## config.mk

```make
export PLATFORM = sky130hd
export DESIGN_NAME = gb_lcd_capture
export DESIGN_NICKNAME = d
export VERILOG_FILES = /design/src/rtl/gb_lcd_capture.sv
export SDC_FILE = /design/constraint.sdc
export NUM_CORES = 1
export LEC_CHECK = 0
export CORE_MARGIN = 4
export CORE_UTILIZATION = 40
export DETAILED_ROUTE_END_ITERATION = 16
export PLACE_DENSITY = 0.69
export SLEW_MARGIN = 20
export SYNTH_ARGS = -nofsm -noshare
export SYNTH_HDL_FRONTEND = slang
export SYNTH_SLANG_ARGS = --single-unit
```

## constraint.sdc

```tcl
create_clock -name clk -period 7.9 [get_ports clk]
set_input_delay 1.58 -clock clk [delete_from_list [all_inputs] [get_ports clk]]
set_output_delay 1.58 -clock clk [all_outputs]
set_load 0.01 [all_outputs]
```

## src/rtl/gb_lcd_capture.sv

```systemverilog
// Game Boy LCD bus capture into the pllclk domain, emitting a linear frame-buffer write stream.
// Define GB_CAPTURE_DOUBLE_BUFFER_EN to add a bank bit on wr_addr and an rd_bank output.
module gb_lcd_capture #(
  parameter int H_PIXELS    = 160,
  parameter int V_LINES     = 144,
  parameter int ADDR_W      = 15,
  parameter int SYNC_STAGES = 2
) (
  input  logic              clk,
  input  logic              reset,
  input  logic              gb_clk,
  input  logic              gb_hsync,
  input  logic              gb_vsync,
  input  logic [1:0]        gb_data,
  output logic              wr_en,
`ifdef GB_CAPTURE_DOUBLE_BUFFER_EN
  output logic [ADDR_W:0]   wr_addr,
`else
  output logic [ADDR_W-1:0] wr_addr,
`endif
  output logic [1:0]        wr_data,
  output logic              frame_done,
  output logic              overrun
`ifdef GB_CAPTURE_DOUBLE_BUFFER_EN
  , output logic            rd_bank
`endif
);

  localparam int XW = $clog2(H_PIXELS + 1);
  localparam int YW = $clog2(V_LINES);

  typedef enum logic [1:0] {IDLE, LINE, DRAIN} state_t;

  // bit 0 clk, bit 1 hsync, bit 2 vsync, bits 4:3 data; all share one chain so they stay aligned
  logic [SYNC_STAGES-1:0][4:0] sync_q;
  logic [4:0]                  s_last;
  logic                        clk_d, hs_d;
  logic                        pix_ev, line_ev, frame_ev;
  logic [1:0]                  pix_data;

  state_t             state, state_n;
  logic [XW-1:0]      x, x_n;
  logic [YW-1:0]      y, y_n;
  logic [ADDR_W-1:0]  base, base_n, addr_n;
  logic               we_n, done_n, ovr_n, done_pend;
  logic [1:0]         data_n;
  logic               bank;

  assign s_last = sync_q[SYNC_STAGES-1];

  always_ff @(posedge clk) begin
    if (reset) begin
      sync_q   <= '0;
      clk_d    <= 1'b0;
      hs_d     <= 1'b0;
      pix_ev   <= 1'b0;
      line_ev  <= 1'b0;
      frame_ev <= 1'b0;
      pix_data <= 2'b00;
    end else begin
      sync_q   <= {sync_q[SYNC_STAGES-2:0], {gb_data, gb_vsync, gb_hsync, gb_clk}};
      clk_d    <= s_last[0];
      hs_d     <= s_last[1];
      pix_ev   <= clk_d & ~s_last[0];
      line_ev  <= ~hs_d & s_last[1];
      frame_ev <= s_last[2];
      pix_data <= s_last[4:3];
    end
  end

  always_comb begin
    state_n = state;
    x_n     = x;
    y_n     = y;
    base_n  = base;
    we_n    = 1'b0;
    addr_n  = wr_addr[ADDR_W-1:0];
    data_n  = wr_data;
    done_n  = 1'b0;
    ovr_n   = overrun;
    // Line/frame events are resolved first so a coincident pixel lands on the new line.
    if (line_ev) begin
      if (frame_ev) begin
        state_n = LINE;
        x_n     = '0;
        y_n     = '0;
        base_n  = '0;
      end else if (state == LINE) begin
        if (y == YW'(V_LINES - 1)) begin
          ovr_n   = 1'b1;
          state_n = DRAIN;
        end else begin
          y_n    = y + YW'(1);
          base_n = base + ADDR_W'(H_PIXELS);
          x_n    = '0;
        end
      end
    end
    if (pix_ev && state_n == LINE) begin
      if (x_n < XW'(H_PIXELS)) begin
        we_n   = 1'b1;
        addr_n = base_n + ADDR_W'(x_n);
        data_n = pix_data;
        x_n    = x_n + XW'(1);
        if (x_n == XW'(H_PIXELS) && y_n == YW'(V_LINES - 1)) begin
          done_n  = 1'b1;
          state_n = DRAIN;
        end
      end else begin
        ovr_n = 1'b1;
      end
    end
  end

  always_ff @(posedge clk) begin
    if (reset) begin
      state      <= IDLE;
      x          <= '0;
      y          <= '0;
      base       <= '0;
      wr_en      <= 1'b0;
      wr_addr    <= '0;
      wr_data    <= 2'b00;
      done_pend  <= 1'b0;
      frame_done <= 1'b0;
      overrun    <= 1'b0;
    end else begin
      state      <= state_n;
      x          <= x_n;
      y          <= y_n;
      base       <= base_n;
      wr_en      <= we_n;
`ifdef GB_CAPTURE_DOUBLE_BUFFER_EN
      wr_addr    <= {bank, addr_n};
`else
      wr_addr    <= addr_n;
`endif
      wr_data    <= data_n;
      done_pend  <= done_n;
      frame_done <= done_pend;
      overrun    <= ovr_n;
    end
  end

`ifdef GB_CAPTURE_DOUBLE_BUFFER_EN
  // Bank flips together with frame_done, so only completed frames swap buffers.
  always_ff @(posedge clk) begin
    if (reset) bank <= 1'b0;
    else       bank <= bank ^ done_pend;
  end
  assign rd_bank = ~bank;
`else
  assign bank = 1'b0;
`endif

endmodule

```

==> results_dict.tcl <==
set metrics [dict create \
    status "finished, final reports clean" \
    clkTransAtPathRegs_ns 0.07 \
    synthFlopType "dfxtp_1" \
    gp_congestion 0.839 \
    drcViolationCount 0 \
    htreeDepth 3 \
    cts-root-buf "clkbuf_8" \
    drt-pass1-iter-count 4 \
    path_max_fanout 9 \
    fp.dieH_um 99.8 \
    cts_tree "built" \
    tns_ns 0 \
    r2r.worst_path.cells 13 \
    vdd_drop_max_mv 0.140 \
    leakage_nw 1.41 \
    power_mw 0.697 \
    crit_required_ns 8.18 \
    antennaDiodeCount 0 \
    max_freq_mhz 271 \
    dp_slack_ns 4.28 \
    grt_pass1_vias 2606 \
    hp-class "reg -> reg" \
    dp_hpwl_um 4830 \
    grt_pass1_wl_um 12000 \
    cts_inserted_buffers 9 \
    grtUsageTotal_pct 14.6 \
    mostFrequentLayoutCell "dfxtp_1" \
    drtAntennaViolNets 0 \
    whs_ns 0.393 \
    min_from "hs_d$_SDFF_PP0_" \
    fp.coreArea_mm2 0.00822 \
    wl_um 6920 \
    cts_buffer_depth 2 \
    fin_nets 427 \
    hold_violations 0 \
    cts_resized 0 \
    antenna_found_initial 0 \
    synthArstFlopShare_pct 0 \
    wl_per_cell_um 13.3 \
    synth_nets 409 \
    finalCritPeriodShare_pct 46.8 \
    die_x_um 99.8 \
    yosys_register_bits 71 \
    setup_violations 0 \
    min_path_cells 1 \
    post-cts-setup-buffers 0 \
    worstReg2RegEnd "wr_addr[14]$_SDFFE_PP0P_" \
    ff2ff_setup_slack_ns 4.21 \
    finClkSkew_ns 0.00648 \
    dieArea_mm2 0.00996 \
    rsz0062_at_grt "false" \
    maxSlewViolCount 0 \
    syn2layout_area_growth_pct 15.7 \
    maxCapViolations 0 \
    synth_area_mm2 0.00337 \
    yosysUniqueCellTypes 54 \
    slew_headroom_pct 51.9 \
    dpl_cell_area_mm2 0.00368 \
    rr_startpoint "y[4]$_SDFF_PP0_" \
    crit_path_end_kind "flop" \
    yosysWarningCount 0 \
    via_per_inst 5.22 \
    ios 27 \
    cts_hold_buf 0 \
    worstMarginPinSlew_ns 0.720 \
    start_util_pct 41.0 \
    vias 2711 \
    synth_area_per_cell_um2 8.62 \
    mostFrequentLayoutCells "dfxtp_1, nor2_1, nand2_1" \
    worstPathArrival_ns 3.97 \
    power.density_mw_per_mm2 179 \
    synth_edf_count 0 \
    fin_area_mm2 0.00390 \
    drt_iter0_markers 207 \
    drive_above_1_share_pct 7.00 \
    cts_num_sinks 71 \
    worst_slack_ns 4.21 \
    clock_latency_ns 0.35 \
    fp-row-count 33 \
    grt_overflow 0 \
    synth_cells 391 \
    ys_seq_area_share_pct 42.2 \
    period_needed_ns 3.69 \
    crit_path_start_kind "flop" \
    crit_type "reg -> reg" \
    place.port_buffers 26 \
    min_delay_worst_endpoint "line_ev$_SDFF_PP0_" \
    grt_max_degree 71 \
]
==> synth_stat cells, types with 3 or more instances <==
library cell | number | area (um2)
xor2_1 | 6 | 52.6
nor3b_1 | 3 | 22.5
a21oi_1 | 18 | 90.1
and2_1 | 11 | 68.8
buf_2 | 5 | 25.0
inv_1 | 10 | 37.5
nor2b_1 | 28 | 175
a211oi_1 | 11 | 82.6
or3_1 | 3 | 18.8
nand2b_1 | 4 | 25.0
nor3_1 | 19 | 95.1
and3_1 | 3 | 18.8
or4_1 | 4 | 30.0
xnor2_1 | 15 | 131
clkbuf_1 | 12 | 45.0
o21ai_0 | 12 | 60.1
nand4_1 | 3 | 18.8
mux2i_1 | 3 | 30.0
nor2_1 | 44 | 165
ha_1 | 10 | 125
nand2_1 | 34 | 128
dfxtp_1 | 71 | 1420
a21o_1 | 4 | 30.0
nor4_1 | 5 | 31.3
nand3_1 | 14 | 70.1
o21a_1 | 3 | 22.5
==> kinds of logic after synthesis <==
kind of cell / count (synthesis) / share of synthesized area [%]
xor gates and xnor gates: 21 / 5.46
AOI/OAI and AO/OA: 72 / 15.0
and+or+nand+nor: 183 / 28.4
DFF: 71 / 42.2
adders and majority gates: 11 / 4.31
muxes: 3 / 0.891
buffers and inverters: 30 / 3.79
==> where the power goes <==
group | total [mW] | internal, mW | switching [mW]
registers | 0.362 | 0.361 | 0.00142
logic | 0.0115 | 0.00490 | 0.00660
clock network | 0.324 | 0.186 | 0.137
total | 0.697 | 0.552 | 0.145
==> worst max-delay path, cell delays in order (launching register included) <==
cell,delay [ns]
dfxtp_1,0.40
or4b_4,0.60
nor3_4,0.25
or2_2,0.24
and2_1,0.19
ha_1,0.20
inv_1,0.06
fa_1,0.37
nor2b_1,0.23
o2111ai_1,0.18
nand3_1,0.13
nand3b_1,0.16
or4_1,0.44
a31oi_1,0.16
==> per-stage QoR <==
stage               utilization, %  instances
floorplan                        -        391
global placement              44.7        503
detailed placement            44.8        503
CTS                           47.5        519
global route                  47.5        519
finish                        47.5        519
==> sequential cells by signal, summed over array words and instances, names as in the netlist, 2 cells and up <==
signal / count
pix_data: 2
state: 2
y: 8
base: 15
wr_data: 2
wr_addr: 15
sync_q: 5
s_last: 5
x: 8
==> worst max path at each step <==
stage / from / endpoint / slack, ns / cells after the start
2_1_floorplan: y[4]$_SDFF_PP0_ / wr_addr[14]$_SDFFE_PP0P_ / 4.49 / 15
3_3_place_gp: y[4]$_SDFF_PP0_ / wr_addr[12]$_SDFFE_PP0P_ / 4.39 / 14
3_5_place_dp: y[4]$_SDFF_PP0_ / wr_addr[12]$_SDFFE_PP0P_ / 4.28 / 14
4_1_cts: y[4]$_SDFF_PP0_ / wr_addr[12]$_SDFFE_PP0P_ / 4.19 / 14
5_1_grt: y[0]$_SDFF_PP0_ / wr_addr[12]$_SDFFE_PP0P_ / 3.88 / 15
6_report: y[4]$_SDFF_PP0_ / wr_addr[14]$_SDFFE_PP0P_ / 4.21 / 13
==> final cells by class <==
type,instances,area (um2)
flip-flops and latches,71,1420
well taps,105,131
clock inverters,5,81.3
fillers,776,4320
multi-input cells,290,1830
clock buffers,11,141
inverters,10,37.5
repair buffers,27,263
==> metal layers <==
| layer | share of wire (%) | GRT usage (%) |
|---|---|---|
| met1 | 47 | 18.6 |
| met2 | 47 | 23.6 |
| met3 | 3.1 | 2.71 |
| met4 | 2.2 | 7.35 |
| met5 | 0 | 0 |
No activity file was read; power rests on OpenSTA's default activity.
